`src/rtl/fpga_cfg_pkg.sv`:
```
// Shared types and constants for configuration-chain loading.
package fpga_cfg_pkg;

  typedef enum logic [1:0] {
    IDLE  = 2'd0,
    FETCH = 2'd1,
    SHIFT = 2'd2,
    DONE  = 2'd3
  } ccff_ld_state_e;

  localparam logic [15:0] CRC16_POLY = 16'h1021;
  localparam logic [15:0] CRC16_SEED = 16'hFFFF;

  // One serial step of CRC-16-CCITT, MSB-first feedback.
  function automatic logic [15:0] crc16_step(input logic [15:0] crc, input logic bit_in);
    crc16_step = {crc[14:0], 1'b0} ^ ((crc[15] ^ bit_in) ? CRC16_POLY : 16'h0000);
  endfunction

endpackage

```
`src/rtl/ccff_chain_loader_if.sv`:
```
// Bitstream word stream (valid/ready) feeding the chain loader.
interface ccff_chain_loader_if #(
  parameter int WORD_W = 8
);
  logic [WORD_W-1:0] word_data;
  logic              word_valid;
  logic              word_ready;

  modport master (output word_data, output word_valid, input word_ready);
  modport slave  (input word_data, input word_valid, output word_ready);
endinterface

```
`src/rtl/ccff_chain_loader_crc16.sv`:
```
// Serial bit-in CRC-16-CCITT: clear loads the seed, enable folds in one bit.
module ccff_crc16
  import fpga_cfg_pkg::*;
(
  input  logic        prog_clk,
  input  logic        reset,
  input  logic        clear,
  input  logic        enable,
  input  logic        bit_in,
  output logic [15:0] crc
);

  logic [15:0] crc_reg;

  always_ff @(posedge prog_clk or negedge reset) begin
    if (!reset) begin
      crc_reg <= 16'h0000;
    end else if (clear) begin
      crc_reg <= CRC16_SEED;
    end else if (enable) begin
      crc_reg <= crc16_step(crc_reg, bit_in);
    end
  end

  assign crc = crc_reg;

endmodule

```
`src/rtl/ccff_chain_loader.sv`:
```
// Loads one ccff configuration chain LSB-first from a valid/ready word stream.
// Optional CCFF_READBACK_EN adds a CRC-16 signature of the bits leaving the chain tail.
module ccff_chain_loader
  import fpga_cfg_pkg::*;
#(
  parameter int  CHAIN_LEN = 17,
  parameter int  WORD_W    = 8,
  localparam int CNT_W     = $clog2(CHAIN_LEN + 1)
) (
  input  logic                 prog_clk,
  input  logic                 reset,
  input  logic                 start,
  ccff_chain_loader_if.slave   word_if,
  output logic                 ccff_head,
  output logic                 shift_en,
  input  logic                 ccff_tail,
  output logic                 busy,
  output logic                 done,
  output logic [CNT_W-1:0]     bit_count
`ifdef CCFF_READBACK_EN
  ,
  output logic [15:0]          readback_crc
`endif
);

  localparam int               IDX_W    = (WORD_W > 1) ? $clog2(WORD_W) : 1;
  localparam logic [IDX_W-1:0] LAST_IDX = IDX_W'(WORD_W - 1);
  localparam logic [CNT_W-1:0] LAST_CNT = CNT_W'(CHAIN_LEN - 1);
  localparam logic [CNT_W-1:0] FULL_CNT = CNT_W'(CHAIN_LEN);

  ccff_ld_state_e    state_reg, state_next;
  logic [WORD_W-1:0] sreg_reg;
  logic [IDX_W-1:0]  idx_reg;
  logic [IDX_W-1:0]  idx_next;
  logic [CNT_W-1:0]  cnt_reg;
  logic              head_reg;

  logic start_accept;
  logic word_accept;
  logic in_shift;
  logic word_end;
  logic chain_full;

  assign start_accept = (state_reg == IDLE) && start;
  assign word_accept  = (state_reg == FETCH) && word_if.word_valid;
  assign in_shift     = (state_reg == SHIFT);
  assign word_end     = (idx_reg == LAST_IDX);
  // The bit on the head this cycle is the last one the chain needs.
  assign chain_full   = (cnt_reg == LAST_CNT);
  assign idx_next     = idx_reg + 1'b1;

  always_ff @(posedge prog_clk or negedge reset) begin
    if (!reset) begin
      state_reg <= IDLE;
    end else begin
      state_reg <= state_next;
    end
  end

  always_comb begin
    state_next = state_reg;
    unique case (state_reg)
      IDLE:  if (start) state_next = FETCH;
      FETCH: if (word_if.word_valid) state_next = SHIFT;
      SHIFT: begin
        if (chain_full) begin
          state_next = DONE;
        end else if (word_end) begin
          state_next = FETCH;
        end
      end
      DONE:  state_next = IDLE;
    endcase
  end

  always_comb begin
    word_if.word_ready = (state_reg == FETCH);
    shift_en           = in_shift;
    busy               = (state_reg == FETCH) || (state_reg == SHIFT);
    done               = (state_reg == DONE);
  end

  // Head is registered so it holds its last value through bubbles and idle.
  always_ff @(posedge prog_clk or negedge reset) begin
    if (!reset) begin
      sreg_reg <= '0;
      idx_reg  <= '0;
      cnt_reg  <= '0;
      head_reg <= 1'b0;
    end else begin
      if (start_accept) begin
        cnt_reg <= '0;
      end
      if (word_accept) begin
        sreg_reg <= word_if.word_data;
        idx_reg  <= '0;
        head_reg <= word_if.word_data[0];
      end
      if (in_shift) begin
        idx_reg <= idx_next;
        if (cnt_reg != FULL_CNT) begin
          cnt_reg <= cnt_reg + 1'b1;
        end
        if (!word_end) begin
          head_reg <= sreg_reg[idx_next];
        end
      end
    end
  end

  assign ccff_head = head_reg;
  assign bit_count = cnt_reg;

`ifdef CCFF_READBACK_EN
  ccff_crc16 u_crc (
    .prog_clk (prog_clk),
    .reset    (reset),
    .clear    (start_accept),
    .enable   (in_shift),
    .bit_in   (ccff_tail),
    .crc      (readback_crc)
  );
`else
  logic unused_tail;
  assign unused_tail = ccff_tail;
`endif

endmodule

```
`src/flat_wrapper.sv`:
```
// flat-port wrapper written by rule: the top's interface ports become plain ports
module ccff_chain_loader_flat import fpga_cfg_pkg::*;
#(
  parameter int  CHAIN_LEN = 17,
  parameter int  WORD_W    = 8,
  localparam int CNT_W     = $clog2(CHAIN_LEN + 1)
)
  (prog_clk, reset, start, ccff_head, shift_en, ccff_tail, busy, done, bit_count, word_if_word_data, word_if_word_valid, word_if_word_ready);
  ccff_chain_loader_if #(.WORD_W(WORD_W)) word_if_i ();
  input  logic prog_clk;
  input  logic reset;
  input  logic start;
  output logic ccff_head;
  output logic shift_en;
  input  logic ccff_tail;
  output logic busy;
  output logic done;
  output logic [CNT_W-1:0] bit_count;
  input wire logic [$bits(word_if_i.word_data)-1:0] word_if_word_data;
  input wire logic [$bits(word_if_i.word_valid)-1:0] word_if_word_valid;
  output wire logic [$bits(word_if_i.word_ready)-1:0] word_if_word_ready;
  assign word_if_i.word_data = word_if_word_data;
  assign word_if_i.word_valid = word_if_word_valid;
  assign word_if_word_ready = word_if_i.word_ready;
  ccff_chain_loader #(.CHAIN_LEN(CHAIN_LEN), .WORD_W(WORD_W)) u_core (.prog_clk(prog_clk), .reset(reset), .start(start), .word_if(word_if_i), .ccff_head(ccff_head), .shift_en(shift_en), .ccff_tail(ccff_tail), .busy(busy), .done(done), .bit_count(bit_count));
endmodule
```
`config.mk`:
```
export PLATFORM = sky130hd
export DESIGN_NAME = ccff_chain_loader_flat
export DESIGN_NICKNAME = d
export VERILOG_FILES = /design/src/rtl/fpga_cfg_pkg.sv /design/src/rtl/ccff_chain_loader_if.sv /design/src/rtl/ccff_chain_loader_crc16.sv /design/src/rtl/ccff_chain_loader.sv /design/src/flat_wrapper.sv
export SDC_FILE = /design/constraint.sdc
export NUM_CORES = 1
export LEC_CHECK = 0
export BUFFER_PORTS_ARGS = -buffer_cell sky130_fd_sc_hd__buf_4
export CORE_ASPECT_RATIO = 0.5
export CORE_UTILIZATION = 30
export DETAILED_ROUTE_END_ITERATION = 8
export PLACE_DENSITY = 0.58
export SYNTH_ARGS = -nofsm -noshare
export SYNTH_HDL_FRONTEND = slang
export SYNTH_SLANG_ARGS = --single-unit
```
`constraint.sdc`:
```
create_clock -name prog_clk -period 3.7 [get_ports prog_clk]
set_input_delay 0.74 -clock prog_clk [delete_from_list [all_inputs] [get_ports prog_clk]]
set_output_delay 0.74 -clock prog_clk [all_outputs]
set_load 0.01 [all_outputs]
```
**Word-level counts from Yosys, hierarchy flattened**

Index checks and enable logic that the tools add are counted.
W data, S select, Z words.

- Register bits after elaboration: 19
- Output and inout bits: 10

- Add/subtract/negate cells: 2
- Magnitude comparators: 1
- Equal/unequal tests: 9
- Mux-type cells: 15
- Reduce and logical (&&, ||, !) cells: 6

Operators with widths:

| kind | number |
|---|---|
| $mux W5 | 3 |
| $mux W2 | 4 |
| $pmux W2 S4 | 1 |
| $mux W3 | 2 |
| $add A5 B1 Y5 const B | 1 |
| $eq A5 B5 Y1 const B | 1 |
| $ne A5 B5 Y1 const B | 1 |
| $eq A2 B2 Y1 const B | 2 |
| $lt A3 B4 Y1 const B | 1 |
| $mux W1 | 4 |
| $ne A2 B2 Y1 const B | 2 |
| $add A3 B1 Y3 const B | 1 |
| $bmux W1 S3 | 1 |
| $eq A3 B3 Y1 const B | 1 |
| $ne A3 B1 Y1 const B | 1 |
| $reduce_and A3 Y1 | 1 |
| $eq A2 B1 Y1 const B | 1 |
| $logic_and A1 B1 Y1 | 2 |
| $logic_not A2 Y1 | 1 |
| $reduce_bool A2 Y1 | 1 |
| $logic_or A1 B1 Y1 | 1 |

**Longest topological paths before layout**

Gate-level depths: netlist of the first run.

- Word-level depth: 5
- Depth in mapped cells: 6
- Gate-level depth less buffers: 5

**Least setup slack after synthesis of the first run**

Ideal clock, no wire load.

- Path type: reg2reg
- From: register u_core.idx_reg[0]
- To: register u_core.head_reg, in the netlist u_core.ccff_head
- Library setup time: 0.077 ns
- Data arrival time: 1.464 ns
- Path slack: 2.159 ns
- Stages on the path, launching flop included: 5
- Path buffers: 0
- Period minus slack after synthesis: 1.541 ns
- Cell sequence: dfrtp_1 -> ha_1 -> ha_1 -> mux4_2 -> a21oi_1

- Longest elaborated chain between the ends: 5

Ends and longest elaborated chain:

| element | line | text |
|---|---|---|
| start, declared | ccff_chain_loader.sv:33 | `logic [IDX_W-1:0] idx_reg;` |
| start signal, assigned | ccff_chain_loader.sv:100 | `idx_reg <= idx_next;` |
| $add A3 B1 Y3 | ccff_chain_loader.sv:50 | `assign idx_next = idx_reg + 1'b1;` |
| $bmux W1 S3 | ccff_chain_loader.sv:105 | `head_reg <= sreg_reg[idx_next];` |
| $mux W1 (implied by the code) | ccff_chain_loader.sv:105 |  |
| $mux W1 * | ccff_chain_loader.sv:104 | `if (!word_end) begin` |
| $mux W1 * | ccff_chain_loader.sv:99 | `if (in_shift) begin` |
| end signal, assigned | ccff_chain_loader.sv:97 | `head_reg <= word_if.word_data[0];` |
| end signal, assigned | ccff_chain_loader.sv:105 |  |
| end, declared | ccff_chain_loader.sv:36 | `logic head_reg;` |

Every way passes the cells marked *; elsewhere a longest branch is shown, timed or not. The select of a mux whose other input is x is not followed.
A chain may end at the register's enable or synchronous reset.

**Worst setup path after layout of the first run**

- From: register u_core.state_reg[0]
- To: output shift_en

- Longest elaborated chain between the ends: 1

Ends and longest elaborated chain:

| element | line | text |
|---|---|---|
| start, declared | ccff_chain_loader.sv:31 | `ccff_ld_state_e state_reg, state_next;` |
| start signal, assigned | ccff_chain_loader.sv:56 | `state_reg <= state_next;` |
| $eq A2 B2 Y1 | ccff_chain_loader.sv:46 | `assign in_shift = (state_reg == SHIFT);` |
| end, declared | flat_wrapper.sv:14 | `output logic shift_en;` |

No other way between the ends.

==> results.txt, run 1 <==
* Number of search-and-repair iterations in the first detailed-routing pass: 4
- The number of different library cells used by synthesis comes to 33.
- The initial antenna violation count was 0.
* Multi-input logic area: 551 sq um
- Entering global routing, the biggest net connects 20 pins.
- In the synthesized netlist the async set-or-reset flop fraction comes to 100%.
* Final critical-path share of the clock period: 58.5%
- Sequential cells were found to cover 44.7% of the synthesized design area.
- Number of global-route vias before repair: 739
- The analysis attributes to cell leakage a power of 0.620 nW.
* Unrepaired setup endpoints after global routing: false
- Fill cell total of the finished layout: 321
* Critical path launch point type: flop
- In the routed design, unresolved DRC markers number 0.
- Period minus WS final: 2.16 ns
- Max-slew violation total from the final report: 0
- Synth top area cells: sky130_fd_sc_hd__dfrtp_1 45%, sky130_fd_sc_hd__ha_1 11%, sky130_fd_sc_hd__mux2_2 7.4%
* Detailed router's first-iteration violation count: 36
* Hold-fix buffer count after cts: 0
* Register share of total power: 37.7%
- In this run, post-CTS repair resized a total of 0 instances.
- Detailed-placement wirelength estimate: 1440 um
- Pint: 641 uW
- The worst pin sits at a relative slew slack of 68.6%.
- The share of total power dissipated in combinational logic is 48.1%.
- Post-detailed-placement cell area: 1270 sq um
* H-tree Lvls: 1
- Yosys printed 0 warnings.
* Final antenna diode count: 0
- Post-synth top area cell: sky130_fd_sc_hd__dfrtp_1
- The first global-routing pass estimated 3160 um of wire.
- The register with the most flip-flops in the layout has 8 of them.
- Counting along the longest clock path gives a buffer depth of 2.
- On the worst path, the slowest cell contributes a delay of 0.43 ns.
* Peak ir drop on the vdd network: 0.246 mV
- Count of buffers from port buffering: 21
- The cell count after synthesis came out at 92.
* Starting density of the core: 33.4%
- Switching share of power: 36.7%
- Required time at the endpoint of the critical path: 2.96 ns
- The critical path contains buffers and inverters numbering 2 combined.
- Sequential cell area in the final layout: 475 sq um
* Highest achievable clock rate: 0.462 GHz
- At the end of routability-driven placement, the weighted congestion stood at 0.716.
- Number of nets in the final layout: 137
* CTS root buffer: sky130_fd_sc_hd__clkbuf_8
* Number of maximum-capacitance constraint violations: 0
- Setup violations remaining at the end of the flow were counted as 0.
- Min-delay worst type: input port to asynchronous set/reset pin
* Synthesis-to-layout area growth: 23.1%
- TritonCTS built the clock tree.
* Remaining antenna violation count after routing: 0
- With fillers left out, the area of the finished cells amounts to 1310 sq um.
* Via density: 4.82
* Total global routing track utilization: 11.0%
- Power per cell area: 772 nW/um^2
- The detailed router placed 781 vias in this run.
- Slew @ Worst Pin: 0.469 ns
* Outcome: complete, no violations
- In this run the vertical extent of the chip is 44.1 um.
- The initialized floorplan defines 14 standard-cell rows.
* DIE AREA: 3810 sq um
- Fraction of layout cells with a size suffix above 1: 30.7%
- The cell family contributing the most delay on the critical path is flip-flops.
* Maximum fanout encountered on the critical timing path: 13
* Final hold vios: 0
- After detailed routing, the total wire length is 1930 um.
- During I/O placement, the number of pins put on the boundary was 23.
- Total congestion overflow after global routing: 0
* Avg WL per Cell: 11.9 um
* Critical-path top delay cell: sky130_fd_sc_hd__dfrtp_1
* DIE WIDTH: 86.3 um
* Most common flop cell mapped by yosys: sky130_fd_sc_hd__dfrtp_1
- Core box area: 3190 sq um
- Mapped Avg Cell Area: 11.6 sq um
- The clock network is responsible for 14.2% of the overall power.
- Category of the most critical setup path: flop to output pin
* Data arrival time at the worst-slack endpoint: 1.42 ns
* Sw power: 372 uW
* Clock Skews: 0.00423 ns
- Setup total negative slack: 0 ns
* Latest clock arrival within the worst-skew pair: 0.26 ns
- Buffer count from post-CTS setup fixing: 0
- Clock-pin slew of the registers on the worst-case setup and hold paths: 0.07 ns
* Total of flip-flops plus latches after synthesis: 19
- Walking the worst path, the cells encountered are inv_1 -> ha_1 -> buf_4.
- Clock tree synthesis found a total of 19 sinks.
- Share of Yosys cell area claimed by the top area cell type: 44.7%
* Sort of element at the end of the critical path: output pin
- Counting every net in the synthesized netlist gives 114.
- Counting the buffers created by CTS gives 3.
- EDFF count, synth: 0
- The cell area that synthesis handed to floorplanning was 1060 sq um.
## synth_stat cells, drive strengths merged (2+ instances only)
cell     instances
nor2b            2
buf              2
a211oi           2
inv              6
nand2            8
mux2             7
a21o             2
mux2i            5
dfrtp           19
nand4bb          2
o21ai            4
ha               9
nand3            7
## power by group through the flow
stage / sequential, mW / combinational, mW / clock, mW
after floorplan: 0.369 / 0.364 / 0
after global placement: 0.383 / 0.487 / 0
after detailed placement: 0.387 / 0.493 / 0
after CTS: 0.382 / 0.495 / 0.152
after global routing: 0.397 / 0.542 / 0.161
final: 0.381 / 0.487 / 0.144
## metal layers
metal	up-vias	wire length, um	global-route usage (%)
met3	2	95	3.73
li1	378	-	-
met5	-	0	0
met4	0	16	4.00
met1	377	878	13.3
met2	24	940	18.7
## path summary, 6_finish.rpt
path	from	endpoint	slack (ns)	cells past startpoint
max	u_core.state_reg[0]	shift_en	1.54	3
min	reset	u_core.idx_reg[0]	0.35	1
max reg2reg	u_core.state_reg[0]	u_core.bit_count[3]	1.83	5
min reg2reg	u_core.sreg_reg[0]	u_core.sreg_reg[0]	0.48	1
max in group asynchronous	reset	u_core.sreg_reg[4]	3.14	1
min in group prog_clk	u_core.sreg_reg[0]	u_core.sreg_reg[0]	0.48	1
## through the flow
stage | total power [mW] | hold WS, ns | instances | utilization [%] | setup WS [ns]
after floorplan | 0.732 | 0.444 | 92 | - | 2.16
after global placement | 0.869 | 0.459 | 158 | 39.7 | 1.84
after detailed placement | 0.880 | 0.465 | 158 | 39.7 | 1.82
after CTS | 1.03 | 0.349 | 162 | 41.1 | 1.51
after global routing | 1.10 | 0.353 | 162 | 41.1 | 1.44
final | 1.01 | 0.349 | 162 | 41.1 | 1.54
## cell usage in the layout, fill, tap and decap left out, types with 3 or more instances in the layout
cell | Yosys | final
sky130_fd_sc_hd__buf_4 | 1 | 21
sky130_fd_sc_hd__clkbuf_8 | 0 | 3
sky130_fd_sc_hd__mux2_2 | 7 | 7
sky130_fd_sc_hd__nand2_1 | 8 | 8
sky130_fd_sc_hd__o21ai_0 | 4 | 4
sky130_fd_sc_hd__mux2i_1 | 5 | 5
sky130_fd_sc_hd__inv_1 | 6 | 6
sky130_fd_sc_hd__ha_1 | 9 | 9
sky130_fd_sc_hd__nand3_1 | 7 | 7
sky130_fd_sc_hd__dfrtp_1 | 19 | 19
## kinds of logic after synthesis
logic type,synth area share [%]
XOR/XNOR,0.823
flip-flops,44.7
buffers and inverters,3.64
multiplexers,14.2
AO/OA/AOI/OAI,9.28
adder cells (fa/ha/maj),10.6
AND/OR/NAND/NOR,16.8
## cell type report
| cell class | instances | share of cell area (%) |
|---|---|---|
| inverters | 6 | 1.72 |
| well taps | 48 | 4.58 |
| repair buffers | 21 | 12.0 |
| flip-flops and latches | 19 | 36.3 |
| clock buffers | 4 | 3.44 |
| multi-input cells | 64 | 42.0 |
Power figures use the tool's default switching activity.
==> run 2, diff against run 1 <==
clock period = 2.3 ns   (was 3.7 ns; I/O delays follow)
==> run 2 against run 1 <==
Compared with the run above: critical path depth unchanged; via count decreased by 1.5%; cell area unchanged; sequential cell count unchanged; hold slack worse by 0.29 ns; sequential power increased by 60%; power up 61%; critical path type unchanged; combinational power increased by 62%; cell count did not move; clock power up 62%.
==> results.txt, run 2 (synthesized netlist as in run 1, its figures left out) <==
* Outcome: complete, no violations
- Buffers added to address setup during post-CTS repair amount to 0.
- In the final routed layout, each cell accounts on average for 11.8 um.
- Cell row count: 14
- Fraction of layout cells with a size suffix above 1: 30.7%
- The HPWL after detailed placement is 1450 um.
- Setup-violating endpoint count in the final report: 0
* Unrepaired setup endpoints after global routing: false
* CTS Buf Count: 3
* Final critical-path share of the clock period: 81.4%
- Once the floorplan was initialized, standard cells occupied 33.4% of the core.
- In this run the tool buffered the top-level ports with 21 buffer cells.
* Met1 Resource Use GR: 14.2%
- Non-Filler Cell Area, Final: 1310 sq um
* Latest clock arrival within the worst-skew pair: 0.26 ns
- Number of nets in the final layout: 137
* H-tree Lvls: 1
- CTS root buffer: sky130_fd_sc_hd__clkbuf_8
- Sort of element at the end of the critical path: output pin
- Compared with the post-synthesis result, the final layout area differs by 23.1%.
- Cells fill 41.1% of the core in the end.
- Final WL: 1920 um
- Final WS setup: 0.428 ns
- Number of maximum-capacitance constraint violations: 0
* Total global routing track utilization: 11.7%
- Detailed router's first-iteration violation count: 16
- Number of global-route vias before repair: 753
* Met3 usage in global routing: 3.73%
- IR analysis of the VDD net gives a maximum drop of 0.336 mV.
- Largest net degree at the start of global routing: 20
- STA classifies the critical path startpoint as a flop.
- Via density: 4.75
* Post-detailed-placement cell area: 1270 sq um
* Worst slack at placement: 0.466 ns
- Required time at the endpoint of the critical path: 1.84 ns
- Number of antenna violations at the first check in global routing: 0
- The first global-routing pass estimated 3330 um of wire.
- Highest achievable clock rate: 0.534 GHz
- For the worst setup path, the data arrival time is 1.41 ns.
* Category of the most critical setup path: flop to output pin
* Slew @ Worst Pin: 0.469 ns
- TritonCTS clock tree: yes
- DIE AREA: 3810 sq um
* Reg-to-reg setup timing slack: 0.46 ns
- The core region is 3190 sq um.
- Power per cell area: 1240 nW/um^2
* Number of search-and-repair iterations in the first detailed-routing pass: 4
- Final antenna diode count: 0
- Setup total negative slack: 0 ns
- Relative slew slack: 68.7%
- Number of flip-flops under the largest register name: 8
* Total congestion overflow after global routing: 0
- Clock-pin slew of the registers on the worst-case setup and hold paths: 0.07 ns
- Clock Skews: 0.00557 ns
- I/O pin count: 23
- Total via count in the routed design: 769
* GRT Max-Usage Layer: met2
* Leakage Power: 0.620 nW
- Drt drc: 0
- Measured along the y axis, the die boundary spans 44.1 um.
* Met2 track demand over resource in global routing: 19.2%
- For the finished layout, the period the worst path requires is 1.87 ns.
- Final hold vios: 0
- Clock tree synthesis found a total of 19 sinks.
- Min-delay worst type: input port to asynchronous set/reset pin
- Leaving out fill and tap cells, the most frequent cell in the layout is sky130_fd_sc_hd__buf_4.
* Longest Clk Path Bufs: 2
- Max-slew violation total from the final report: 0
- Once the clock tree was built, the resizer swapped 0 gates to a different size.
* Maximum fanout encountered on the critical timing path: 13
* Remaining antenna violation count after routing: 0
- Buffers inserted to repair hold after CTS numbered 0.
- The top cell types in the final layout, fill and taps aside, are 21 x sky130_fd_sc_hd__buf_4, 19 x sky130_fd_sc_hd__dfrtp_1, 9 x sky130_fd_sc_hd__ha_1.
* DIE WIDTH: 86.3 um
* Routability Congestion: 0.718
==> run 2: cell counts in the layout (fill, tap and decap cells not counted) <==
No cell type changed its count.
==> run 2: routing by layer <==
metal,routed length (um),share of wire (%)
met1,920,48
met2,866,45
met3,87,4.5
met4,43,2.2
met5,0,0
==> run 2: through the flow <==
stage | instances | total power, mW | hold WS [ns]
after detailed placement | 158 | 1.42 | 0.352
after floorplan | 92 | 1.18 | 0.164
final | 162 | 1.63 | 0.0627
after global routing | 162 | 1.78 | 0.0677
after global placement | 158 | 1.40 | 0.349
after CTS | 162 | 1.66 | 0.0691
==> run 2: power by group <==
group / internal, mW / switching, mW / total, mW
Sequential: 0.486 / 0.125 / 0.610
Combinational: 0.422 / 0.365 / 0.787
Clock: 0.123 / 0.110 / 0.234
Total: 1.03 / 0.600 / 1.63
==> run 2: worst max-delay path, cell delays in order (launching register included) <==
cell and delay (ns):
sky130_fd_sc_hd__dfrtp_1 0.42, sky130_fd_sc_hd__inv_1 0.11, sky130_fd_sc_hd__ha_1 0.43, sky130_fd_sc_hd__buf_4 0.20
==> run 2: final cells by class <==
class	instances	area, sq um
multi-input cells	64	551
repair buffers	21	158
well taps	48	60.1
inverters	6	22.5
fillers	318	1880
flip-flops and latches	19	475
clock buffers	4	45.0
==> run 2: worst paths after layout <==
kind	cells past startpoint	startpoint	end
min in group prog_clk	2	start	u_core.bit_count[4]
max in group asynchronous	1	reset	u_core.ccff_head
hold / removal	1	reset	u_core.bit_count[3]
setup / recovery	3	u_core.state_reg[0]	shift_en
setup reg to reg	5	u_core.state_reg[0]	u_core.bit_count[3]
hold reg to reg	1	u_core.sreg_reg[0]	u_core.sreg_reg[0]
==> run 3, diff against run 2 <==
PLACE_DENSITY = 0.6   (was 0.58)
clock period = 1.6 ns   (was 2.3 ns; I/O delays follow)
==> run 3 against run 2 <==
Compared with the run above: non-clock buffer count is 14 higher; critical path depth is 1 higher; critical endpoint is now u_core.ccff_head; clock skew is 0.0022 ns lower; count of clock-buffer cells in the layout is 1 lower; utilization is 4.4 points higher; global-route usage is 0.51 points higher.
==> results.txt, run 3 (synthesized netlist as in run 1, its figures left out) <==
* Outcome: complete, no violations
- Overall power after layout: 2.64 mW
- The number of hold violations in the final report was 0.
- In this run the standard cell core region covers 3190 sq um.
* Leakage Power: 0.686 nW
* Maximum fanout encountered on the critical timing path: 2
- Clock latency on the worst-skew pair, taken at its later pin, is 0.26 ns.
* Period minus WS final: 1.58 ns
- Final cell count without fillers: 176
- The setup path with the least slack is of type flop to flop.
- The worst-case IR drop observed on VDD is 0.565 mV.
* Final critical-path share of the clock period: 98.5%
- TritonCTS built the clock tree.
- Slew @ Worst Pin: 0.256 ns
- CTS Buf Count: 3
* Routability Congestion: 0.768
- Setup-violating endpoint count in the final report: 0
* Drt drc: 0
* H-tree Lvls: 1
- Data on the critical path arrives at its endpoint at 1.77 ns.
* Sort of element at the end of the critical path: flop
* Min-delay worst type: input port to flop
- Hold Path Stages: 2
- The first global-routing pass estimated 3530 um of wire.
- Required time at the endpoint of the critical path: 1.79 ns
- Power share of the clock group: 13.1%
- Measured on the finished design, the core utilization comes to 45.5%.
* Number of global-route vias before repair: 761
* Fill cell total of the finished layout: 317
* Clock-pin slew of the registers on the worst-case setup and hold paths: 0.07 ns
- Detailed-placement wirelength estimate: 1560 um
* Clock Skews: 0.00336 ns
- Launch instance of the worst register-to-register path: u_core.idx_reg[0]
- Fraction of layout cells with a size suffix above 1: 43.0%
- From synthesis to final layout, the design area changed by 36.3%.
- The worst register-to-register path has a depth of 4.
- Commonest non-fill, non-tap cell in the layout: sky130_fd_sc_hd__buf_4
- Register share of total power: 32.0%
* Pint: 1.69 mW
* Max-slew violation total from the final report: 0
- Hold Path Sink: u_core.bit_count[4]
- Detailed router's first-iteration violation count: 52
* Final WS setup: 0.0235 ns
* HP Start: start
- Endpoint of the most critical register-to-register path: u_core.ccff_head
- DIE WIDTH: 86.3 um
* Starting density of the core: 33.4%
* Count of buffers from port buffering: 21
* CP startpoint: u_core.idx_reg[0]
- Setup repair after global routing could not meet its margin everywhere.
- Number of flip-flops under the largest register name: 8
- The repair_antennas step left the layout with diodes totalling 0.
- Summing over every cut layer, the via total after detailed routing is 836.
* Number of antenna violations at the first check in global routing: 0
- For this run the aggregate overflow at the end of global routing stands at 0.
* Longest Clk Path Bufs: 2
- In the layout the commonest cells are 34 x sky130_fd_sc_hd__buf_4, 19 x sky130_fd_sc_hd__dfrtp_1, 8 x sky130_fd_sc_hd__nand2_1.
- Across every metal layer, demand over resource in global routing totals 12.2%.
- Once layout is done, the placed cells without fillers occupy 1450 sq um.
- Setup total negative slack: 0 ns
- Cell row count: 14
- In this run switching power makes up 35.9% of total power.
* Avg WL per Cell: 11.7 um
- The worst setup path is launched from a flop.
- Power per cell area: 1820 nW/um^2
- Sw power: 946 uW
- Worst hold slack: 0.257 ns
- Number of nets in the final layout: 151
* Vert. Die Dim: 44.1 um
- The count of nets left with antenna violations once routing finished came out at 0.
- Entering global routing, the biggest net connects 20 pins.
* Post-detailed-placement cell area: 1350 sq um
- Summed over all layers, the routed wires come to 2060 um.
* I/O pin count: 23
- CTS root buffer: sky130_fd_sc_hd__clkbuf_8
- Combinational power share: 55.0%
- For this run, the top clock speed supported by timing is 0.634 GHz.
* Number of search-and-repair iterations in the first detailed-routing pass: 4
* Number of maximum-capacitance constraint violations: 0
* Relative slew slack: 82.8%
* Via density: 4.75
- DIE AREA: 3810 sq um
- Sink Count: 19
- Count of placed standard cells including taps: 169
* Reg-to-reg setup timing slack: 0.02 ns
* Worst slack at placement: -0.0305 ns
[run 3: changes by cell type in the layout (fill, tap and decap cells not counted), sizes merged]
cell         previous run  this run
buf                    21        34
clkbuf                  4         3
clkinv                  0         1
dlygate4sd3             0         1
[run 3: worst max-delay path: stages (launching register included)]
cell and delay (ns):
sky130_fd_sc_hd__dfrtp_1 0.39, sky130_fd_sc_hd__ha_2 0.21, sky130_fd_sc_hd__ha_4 0.27, sky130_fd_sc_hd__mux4_2 0.50, sky130_fd_sc_hd__a21oi_2 0.13
[run 3: power by group through the flow]
| stage | combinational (mW) | sequential [mW] | clock (mW) |
|---|---|---|---|
| after floorplan | 0.841 | 0.852 | 0 |
| after global placement | 1.33 | 0.842 | 0 |
| after detailed placement | 1.35 | 0.851 | 0 |
| after CTS | 1.40 | 0.845 | 0.357 |
| after global routing | 1.60 | 0.868 | 0.372 |
| final | 1.45 | 0.843 | 0.344 |
[run 3: cell type report]
type                            count  area (sq um)  area share, %
Sequential cell                    19           475           32.8
Timing Repair Buffer               35           265           18.3
Clock buffer                        3          41.3           2.84
Multi-Input combinational cell     64           582           40.1
Inverter                            6          22.5           1.55
Clock inverter                      1          5.00          0.345
Tap cell                           48          60.1           4.14
[run 3: routing by layer]
layer / vias up / global-route usage (%) / routed length (um)
met2: 15 / 20.2 / 953
met4: 0 / 6.00 / 40
met1: 408 / 15.4 / 984
li1: 408 / - / -
met3: 5 / 2.99 / 77
met5: - / 0 / 0
[run 3: worst max path at each step]
stage | endpoint | slack [ns]
floorplan | u_core.ccff_head | 0.06
global placement | u_core.ccff_head | 0.008
detailed placement | u_core.ccff_head | -0.03
CTS | u_core.ccff_head | 0.009
global route | u_core.ccff_head | -0.02
finish | u_core.ccff_head | 0.02
[run 3: timing repair]
action                                 in CTS  in global routing
gates resized for setup                     2                  5
hold buffers                                1                  0
pin swaps                                   0                  2
setup buffers                               1                  1
gates cloned                                0                  0
endpoints found under the hold margin      19                  0
setup endpoints to repair                   2                  3
